`src/rtl/shared_resource_arbiter_if.sv`:
```
// Bundle between the two pipelines, the shared resource and the arbiter.
// The master modport is the arbiter's view; slave is the surrounding environment.
interface shared_resource_arbiter_if #(
    parameter int DATA_W = 32
);
    logic              req_1;
    logic [DATA_W-1:0] data_1;
    logic              flush_1;
    logic              req_2;
    logic [DATA_W-1:0] data_2;
    logic              flush_2;
    logic              res_start;
    logic [DATA_W-1:0] res_operand;
    logic              res_id;
    logic              res_done;
    logic [DATA_W-1:0] res_result;
    logic              out_valid_1;
    logic [DATA_W-1:0] out_data_1;
    logic              out_valid_2;
    logic [DATA_W-1:0] out_data_2;
    logic              out_stall_1;
    logic              out_stall_2;
    logic              global_stall;
    logic              timeout_err;

    modport master (
        input  req_1, data_1, flush_1,
        input  req_2, data_2, flush_2,
        input  res_done, res_result,
        output res_start, res_operand, res_id,
        output out_valid_1, out_data_1, out_valid_2, out_data_2,
        output out_stall_1, out_stall_2, global_stall, timeout_err
    );

    modport slave (
        output req_1, data_1, flush_1,
        output req_2, data_2, flush_2,
        output res_done, res_result,
        input  res_start, res_operand, res_id,
        input  out_valid_1, out_data_1, out_valid_2, out_data_2,
        input  out_stall_1, out_stall_2, global_stall, timeout_err
    );
endinterface

```
`src/rtl/shared_resource_arbiter.sv`:
```
// Round-robin sequencer sharing one multi-cycle resource between two pipelines:
// issues one operand per grant, returns the result to its owner, drives stalls and timeout.
module shared_resource_arbiter #(
    parameter int DATA_W  = 32,
    parameter int MAX_LAT = 8
) (
    input  logic                      clk,
    input  logic                      reset,
    shared_resource_arbiter_if.master bus
);
    localparam int CNT_W = $clog2(MAX_LAT + 1);

    typedef enum logic [1:0] {
        IDLE = 2'b00,
        BUSY = 2'b01
    } state_t;

    state_t            state;
    state_t            state_nxt;

    logic              last_grant;
    logic              elig_1;
    logic              elig_2;
    logic              gnt_vld;
    logic              gnt_id;
    logic              is_idle;
    logic              is_busy;
    logic              accept;
    logic              stall_1;
    logic              stall_2;
    logic              owner_flush;
    logic              done_hit;
    logic              timeout_hit;
    logic              deliver;

    logic              squash;
    logic [CNT_W-1:0]  cnt;

    logic              start_p1;
    logic              id_p1;
    logic [DATA_W-1:0] operand_p1;
    logic              vld_1_p2;
    logic              vld_2_p2;
    logic [DATA_W-1:0] data_1_p2;
    logic [DATA_W-1:0] data_2_p2;
    logic              timeout_q;

    // Grant selection and stall generation, all combinational on the current cycle
    always_comb begin
        elig_1  = bus.req_1 & ~bus.flush_1;
        elig_2  = bus.req_2 & ~bus.flush_2;
        gnt_vld = elig_1 | elig_2;
        if (elig_1 && elig_2) begin
            gnt_id = ~last_grant;
        end else begin
            gnt_id = elig_2;
        end
        is_idle = (state == IDLE);
        is_busy = (state == BUSY);
        accept  = is_idle & gnt_vld;
        stall_1 = bus.req_1 & ~(accept & ~gnt_id);
        stall_2 = bus.req_2 & ~(accept & gnt_id);
    end

    // Completion: a result arriving on the MAX_LAT cycle beats the timeout
    always_comb begin
        owner_flush = id_p1 ? bus.flush_2 : bus.flush_1;
        done_hit    = is_busy & bus.res_done;
        timeout_hit = is_busy & ~bus.res_done & (cnt == CNT_W'(MAX_LAT));
        deliver     = done_hit & ~(squash | owner_flush);
    end

    always_ff @(posedge clk or posedge reset) begin
        if (reset) begin
            state <= IDLE;
        end else begin
            state <= state_nxt;
        end
    end

    always_comb begin
        state_nxt = state;
        case (state)
            IDLE: begin
                if (accept) begin
                    state_nxt = BUSY;
                end
            end
            BUSY: begin
                if (done_hit || timeout_hit) begin
                    state_nxt = IDLE;
                end
            end
            default: state_nxt = IDLE;
        endcase
    end

    // Issue stage: operand/owner latched on accept, start pulse the following cycle
    always_ff @(posedge clk or posedge reset) begin
        if (reset) begin
            start_p1   <= 1'b0;
            id_p1      <= 1'b0;
            operand_p1 <= '0;
            squash     <= 1'b0;
            cnt        <= '0;
        end else begin
            start_p1 <= accept;
            if (accept) begin
                id_p1      <= gnt_id;
                operand_p1 <= gnt_id ? bus.data_2 : bus.data_1;
                squash     <= 1'b0;
                cnt        <= CNT_W'(1);
            end else if (is_busy) begin
                cnt <= cnt + CNT_W'(1);
                if (owner_flush) begin
                    squash <= 1'b1;
                end
            end
        end
    end

    // Return stage: result routed to its owner, round-robin pointer updated on completion
    always_ff @(posedge clk or posedge reset) begin
        if (reset) begin
            vld_1_p2   <= 1'b0;
            vld_2_p2   <= 1'b0;
            data_1_p2  <= '0;
            data_2_p2  <= '0;
            last_grant <= 1'b1;
            timeout_q  <= 1'b0;
        end else begin
            vld_1_p2 <= deliver & ~id_p1;
            vld_2_p2 <= deliver & id_p1;
            if (deliver && !id_p1) begin
                data_1_p2 <= bus.res_result;
            end
            if (deliver && id_p1) begin
                data_2_p2 <= bus.res_result;
            end
            if (done_hit || timeout_hit) begin
                last_grant <= id_p1;
            end
            if (timeout_hit) begin
                timeout_q <= 1'b1;
            end
        end
    end

    assign bus.res_start    = start_p1;
    assign bus.res_operand  = operand_p1;
    assign bus.res_id       = id_p1;
    assign bus.out_valid_1  = vld_1_p2;
    assign bus.out_data_1   = data_1_p2;
    assign bus.out_valid_2  = vld_2_p2;
    assign bus.out_data_2   = data_2_p2;
    assign bus.out_stall_1  = stall_1;
    assign bus.out_stall_2  = stall_2;
    assign bus.global_stall = stall_1 | stall_2;
    assign bus.timeout_err  = timeout_q;

endmodule

```
`src/flat_wrapper.sv`:
```
// flat-port wrapper written by rule: the top's interface ports become plain ports
module shared_resource_arbiter_flat 
#(
    parameter int DATA_W  = 32,
    parameter int MAX_LAT = 8
)
  (clk, reset, bus_req_1, bus_data_1, bus_flush_1, bus_req_2, bus_data_2, bus_flush_2, bus_res_done, bus_res_result, bus_res_start, bus_res_operand, bus_res_id, bus_out_valid_1, bus_out_data_1, bus_out_valid_2, bus_out_data_2, bus_out_stall_1, bus_out_stall_2, bus_global_stall, bus_timeout_err);
  shared_resource_arbiter_if #(.DATA_W(DATA_W)) bus_i ();
  input  logic clk;
  input  logic reset;
  input wire logic [$bits(bus_i.req_1)-1:0] bus_req_1;
  input wire logic [$bits(bus_i.data_1)-1:0] bus_data_1;
  input wire logic [$bits(bus_i.flush_1)-1:0] bus_flush_1;
  input wire logic [$bits(bus_i.req_2)-1:0] bus_req_2;
  input wire logic [$bits(bus_i.data_2)-1:0] bus_data_2;
  input wire logic [$bits(bus_i.flush_2)-1:0] bus_flush_2;
  input wire logic [$bits(bus_i.res_done)-1:0] bus_res_done;
  input wire logic [$bits(bus_i.res_result)-1:0] bus_res_result;
  output wire logic [$bits(bus_i.res_start)-1:0] bus_res_start;
  output wire logic [$bits(bus_i.res_operand)-1:0] bus_res_operand;
  output wire logic [$bits(bus_i.res_id)-1:0] bus_res_id;
  output wire logic [$bits(bus_i.out_valid_1)-1:0] bus_out_valid_1;
  output wire logic [$bits(bus_i.out_data_1)-1:0] bus_out_data_1;
  output wire logic [$bits(bus_i.out_valid_2)-1:0] bus_out_valid_2;
  output wire logic [$bits(bus_i.out_data_2)-1:0] bus_out_data_2;
  output wire logic [$bits(bus_i.out_stall_1)-1:0] bus_out_stall_1;
  output wire logic [$bits(bus_i.out_stall_2)-1:0] bus_out_stall_2;
  output wire logic [$bits(bus_i.global_stall)-1:0] bus_global_stall;
  output wire logic [$bits(bus_i.timeout_err)-1:0] bus_timeout_err;
  assign bus_i.req_1 = bus_req_1;
  assign bus_i.data_1 = bus_data_1;
  assign bus_i.flush_1 = bus_flush_1;
  assign bus_i.req_2 = bus_req_2;
  assign bus_i.data_2 = bus_data_2;
  assign bus_i.flush_2 = bus_flush_2;
  assign bus_i.res_done = bus_res_done;
  assign bus_i.res_result = bus_res_result;
  assign bus_res_start = bus_i.res_start;
  assign bus_res_operand = bus_i.res_operand;
  assign bus_res_id = bus_i.res_id;
  assign bus_out_valid_1 = bus_i.out_valid_1;
  assign bus_out_data_1 = bus_i.out_data_1;
  assign bus_out_valid_2 = bus_i.out_valid_2;
  assign bus_out_data_2 = bus_i.out_data_2;
  assign bus_out_stall_1 = bus_i.out_stall_1;
  assign bus_out_stall_2 = bus_i.out_stall_2;
  assign bus_global_stall = bus_i.global_stall;
  assign bus_timeout_err = bus_i.timeout_err;
  shared_resource_arbiter #(.DATA_W(DATA_W), .MAX_LAT(MAX_LAT)) u_core (.clk(clk), .reset(reset), .bus(bus_i));
endmodule
```
`config.mk`:
```
export PLATFORM = sky130hd
export DESIGN_NAME = shared_resource_arbiter_flat
export DESIGN_NICKNAME = d
export VERILOG_FILES = /design/src/rtl/shared_resource_arbiter_if.sv /design/src/rtl/shared_resource_arbiter.sv /design/src/flat_wrapper.sv
export SDC_FILE = /design/constraint.sdc
export NUM_CORES = 1
export LEC_CHECK = 0
export BUFFER_PORTS_ARGS = -buffer_cell sky130_fd_sc_hd__buf_2
export CAP_MARGIN = 20
export CORE_MARGIN = 3
export CORE_UTILIZATION = 35
export CTS_CLUSTER_SIZE = 12
export DETAILED_ROUTE_END_ITERATION = 16
export PLACE_DENSITY = 0.73
export REMOVE_ABC_BUFFERS = 1
export SLEW_MARGIN = 20
export SYNTH_ARGS = -nofsm -noshare
export SYNTH_HDL_FRONTEND = slang
export SYNTH_SLANG_ARGS = --single-unit
```
`constraint.sdc`:
```
create_clock -name clk -period 5.15 [get_ports clk]
set_input_delay 1.03 -clock clk [delete_from_list [all_inputs] [get_ports clk]]
set_output_delay 1.03 -clock clk [all_outputs]
set_load 0.05 [all_outputs]
```
After elaboration in Yosys (flattened, before gate mapping)

Index checks and enable logic that the tools add are counted.

Add/sub/neg operators: 1
Multiply operators: 0
Div/mod/pow operators: 0
$lt $le $gt $ge: 0
Equal/unequal tests: 4
Shifts and indexed selects: 0
Muxes and demuxes: 11
Bitwise logic cells: 25
Reduce and logical (&&, ||, !) cells: 10

Operator list:

| cell                                          | count |
|---|---|
| 2-to-1 mux 32 bit                             | 1 |
| AND 1 bit                                     | 13 |
| NOT 1 bit                                     | 9 |
| 2-to-1 mux 4 bit                              | 2 |
| 2-to-1 mux 1 bit                              | 5 |
| adder 4 x 1 -> 4 bit, second input constant   | 1 |
| == test 4 bit, second input constant          | 1 |
| 2-to-1 mux 2 bit                              | 2 |
| != test 2 bit, second input constant          | 2 |
| case mux 2 bit (2 select lines)               | 1 |
| AND reduction 2 bit                           | 2 |
| nonzero test 2 bit                            | 2 |
| logical AND 1 bit                             | 3 |
| OR 1 bit                                      | 3 |
| == test 2 x 1 -> 1 bit, second input constant | 1 |
| zero test 2 bit                               | 1 |
| zero test 1 bit                               | 1 |
| logical OR 1 bit                              | 1 |

Register bits: 109
Latch bits: 0
Memory bits (writable): 0
Bits in read-only memories: 0
Input bits: 103
Output and inout port bits: 104
Logic and storage cells: 63
Memories kept: 0

Logic depth before layout (Yosys ltp)

Depth after elaboration: 9
Gate-level depth with buffers: 6
Depth with buffers taken out: 5

Worst setup path after synthesis

No wires, ideal clock.

Path kind: input -> output
Start: input port bus_flush_2
End: output port bus_global_stall
Arrival time: 2.611 ns
Slack: 1.509 ns
Stages: 4
Path through: nor3b_2 -> clkbuf_1 -> o31a_1 -> o21bai_1

Word-level cells in the longest chain between the ends: 9
Elaborated cells between the ends (all ways): 14
Those cells by class: mux: 1; bitwise: 12; reduce/logical: 1

Ends and longest elaborated chain:

| item                | line                           | text |
|---|---|---|
| start: declaration  | flat_wrapper.sv:16             | `input wire logic [$bits(bus_i.flush_2)-1:0] bus_flush_2;` |
| NOT 1 bit *         | shared_resource_arbiter.sv:51  | `elig_2 = bus.req_2 & ~bus.flush_2;` |
| AND 1 bit *         | shared_resource_arbiter.sv:51  |  |
| logical AND 1 bit   | shared_resource_arbiter.sv:53  | `if (elig_1 && elig_2) begin` |
| 2-to-1 mux 1 bit    | shared_resource_arbiter.sv:53  |  |
| NOT 1 bit           | shared_resource_arbiter.sv:61  | `stall_1 = bus.req_1 & ~(accept & ~gnt_id);` |
| AND 1 bit *         | shared_resource_arbiter.sv:61  |  |
| NOT 1 bit *         | shared_resource_arbiter.sv:61  |  |
| AND 1 bit *         | shared_resource_arbiter.sv:61  |  |
| via bus_out_stall_1 | flat_wrapper.sv:26             | `output wire logic [$bits(bus_i.out_stall_1)-1:0] bus_out_stall_1;` |
| OR 1 bit *          | shared_resource_arbiter.sv:158 | `assign bus.global_stall = stall_1 \| stall_2;` |
| end: declaration    | flat_wrapper.sv:28             | `output wire logic [$bits(bus_i.global_stall)-1:0] bus_global_stall;` |

The timed path passes the listed nets; every way through them passes the cells marked *.

Final worst setup path

Start: input port bus_flush_1
End: output port bus_global_stall

Word-level cells in the longest chain between the ends: 9
Elaborated cells between the ends (all ways): 14
Those cells by class: mux: 1; bitwise: 12; reduce/logical: 1

Ends and longest elaborated chain:

| item               | line                           | text |
|---|---|---|
| start: declaration | flat_wrapper.sv:13             | `input wire logic [$bits(bus_i.flush_1)-1:0] bus_flush_1;` |
| NOT 1 bit *        | shared_resource_arbiter.sv:50  | `elig_1 = bus.req_1 & ~bus.flush_1;` |
| AND 1 bit *        | shared_resource_arbiter.sv:50  |  |
| logical AND 1 bit  | shared_resource_arbiter.sv:53  |  |
| 2-to-1 mux 1 bit   | shared_resource_arbiter.sv:53  |  |
| NOT 1 bit          | shared_resource_arbiter.sv:61  |  |
| AND 1 bit          | shared_resource_arbiter.sv:61  |  |
| NOT 1 bit          | shared_resource_arbiter.sv:61  |  |
| AND 1 bit          | shared_resource_arbiter.sv:61  |  |
| OR 1 bit *         | shared_resource_arbiter.sv:158 |  |

Every way passes the cells marked *; elsewhere a longest branch is shown, timed or not.

==> results.md <==
* Status: finished, final reports clean
* WL final at 11.1 mm
* Most area-consuming cells after synthesis: dfrtp_1, mux2_4, mux2_2
* Clock sinks at 108
* DP Wirelength at 8.15 mm
* Core Area at 12700 um2
* Reg2Reg Depth at 4
* Vias in the first global route at 3454
* H-Tree Level Count at 3
* TritonCTS buffer count at 9
* Fillers at 1114
* Post-synthesis cell area at 4580 um2
* Worst setup SP type: input port
* Leakage at 3.12 nW
* Layout area overhead at 33.0%
* Port bufs at 206
* Share of layout cells above drive strength 1 at 59.8%
* CTS Hold Bufs at 0
* Hold Crit Class: register to register
* Slew Viols, Final at 0
* Unique masters post-synth at 38
* Post-CTS sizing at 0
* Finished Layout Cells at 682
* Die height at 120 um
* Synth Register Bits at 108
* Ports at 207
* Placed Cells at 665
* Final #Nets at 610
* RSZ-0062 raised after global routing: no
* Syn Area/Cell at 15.0 um2
* Clock Latency Late Sink at 0.34 ns
* Post-route DRC at 0
* Number of DRC markers in iteration 0 at 311
* Vias at 3462
* Synthesis Warnings at 0
* Most common cell in the netlist: dfrtp_1
* Rows at 41
* CP Capture Type: output pin
* F_max at 295 MHz
* Critical path type: input port to output pin
* Worst EP arrival at 2.36 ns
* First-pass GRT wire length at 17.5 mm
* Final setup fails at 0
* Total track usage at 15.0%
* Ys async rst share at 100%
* Routed len/inst at 16.3 um
* Root Buffer: clkbuf_16
* Hold Crit Depth at 1
* Clk_skew at 0.00652 ns
* Initial Util at 36.0%
* Post-CTS Setup Bufs at 0
* Post-route minimum period at 3.39 ns
* Max-slew headroom at 28.7%
* Cells after Synth at 305
* Via-to-Cell Ratio at 5.08
* Final hold vios at 0
* TNS Setup at 0 ns
* Register area at 2700 um2
* Sequential fraction of the synthesis area at 59.0%
* Synth top area share at 58.4%
* P per Cell Area at 699 nW/um2
* Peak supply drop at 0.227 mV
* Routability Congestion at 0.828
* Total gr overflow at 0
* Die area at 14500 um2
* Prevailing post-synth register cell: dfrtp_1
* CTS tree: built
* Clock transition at path regs at 0.07 ns
* Max_cap viols at 0
* Largest net degree at the start of global routing at 82
* Longest Clk Path Bufs at 2
* Slew @ Worst Pin at 1.07 ns
* Ant diodes at 0
* Die W at 120 um
* Multi-input gate area in the final layout at 1740 um2
* Antenna viol nets, final at 0
* Initial antenna violation count at 0
* Cell taking the most area after synthesis: dfrtp_1
* CP max FO at 35
* Final worst-path cycle share at 65.8%
* Post-synth EDFFs at 0
* Most instantiated cells after synthesis: dfrtp_1, mux2_2, a221o_1, nor4b_1, mux2_4
* Drt first pass iters at 5
* Worst Path Required at 4.12 ns
## worst paths after layout
check	startpoint	end	slack, ns
worst max-delay path	bus_flush_1	bus_global_stall	1.76
worst min-delay path	u_core.bus.timeout_err	u_core.bus.timeout_err	0.49
worst max register to register	u_core.state[0]	u_core.bus.out_data_1[6]	2.62
worst min register to register	u_core.bus.timeout_err	u_core.bus.timeout_err	0.49
max in group asynchronous	reset	u_core.last_grant	3.47
min in group asynchronous	reset	u_core.bus.res_start	0.64
## placed cells by master (no fill, tap or decap), types with 3 or more instances in the layout
cell and n:
a221o_1 32, buf_2 206, buf_4 6, clkbuf_16 9, clkinv_4 3, dfrtp_1 107
inv_1 7, mux2_2 36, mux2_4 29, nor2b_1 3, nor4b_1 32, o21ai_0 3
## logic make-up (layout without fill, tap and decap cells)
kind of cell | after synthesis | in the layout | synth area share, %
buf+inv | 33 | 238 | 3.55
flops | 108 | 108 | 59.0
mux | 66 | 66 | 18.6
simple gates | 49 | 49 | 8.92
compound gates | 47 | 47 | 9.44
fa+ha+maj | 2 | 2 | 0.546
## layout make-up
type	instances	share of cell area, %
multi-input combinational	164	28.5
clock inverter	6	0.923
tap	172	3.53
inverter	8	0.533
clock buffer	10	3.92
timing repair buffer	214	18.3
sequential	108	44.3
## critical path, stage by stage
cell and delay, ns:
buf_2 0.13, nor2b_1 0.35, a211oi_4 0.10, buf_4 0.26
o21bai_1 0.18, buf_2 0.29
## per-stage QoR
step                      cell area, um2  total power [W]  utilization, %  setup slack, ns  hold WS [ns]
after global placement              5760          0.00357            45.3             1.81         0.460
after detailed placement            5780          0.00361            45.4             1.77         0.486
after CTS                           6070          0.00429            47.7             1.77         0.502
after floorplan                     4450          0.00307               -             1.01         0.490
final                               6100          0.00426            47.9             1.76         0.487
after global routing                6100          0.00445            47.9             1.63         0.514
## registers in the layout, indices dropped and copies added, names as in the netlist
signal,cells
u_core.squash,1
u_core.bus.res_id,1
u_core.bus.out_data_1,32
u_core.bus.out_valid_2,1
u_core.bus.res_start,1
u_core.bus.timeout_err,1
u_core.state,1
u_core.bus.res_operand,32
u_core.bus.out_valid_1,1
u_core.bus.out_data_2,32
u_core.last_grant,1
u_core.cnt,4
## report_power, final
part           switching, W  total [W]  internal [W]  leakage [nW]
Combinational       0.00156    0.00219      0.000626          1.64
Clock              0.000317   0.000668      0.000351         0.143
Sequential         0.000205    0.00141       0.00120          1.34
Total               0.00208    0.00426       0.00218          3.12
## metal layers
| metal | part of all wire [%] | track usage (%) | vias to the layer above |
|---|---|---|---|
| met4 | 1.7 | 5.45 | 0 |
| li1 | - | - | 1561 |
| met1 | 44 | 20.3 | 1684 |
| met3 | 9.0 | 3.51 | 13 |
| met5 | 0 | 0 | - |
| met2 | 45 | 23.5 | 204 |
(Power assumes the default switching activity.)
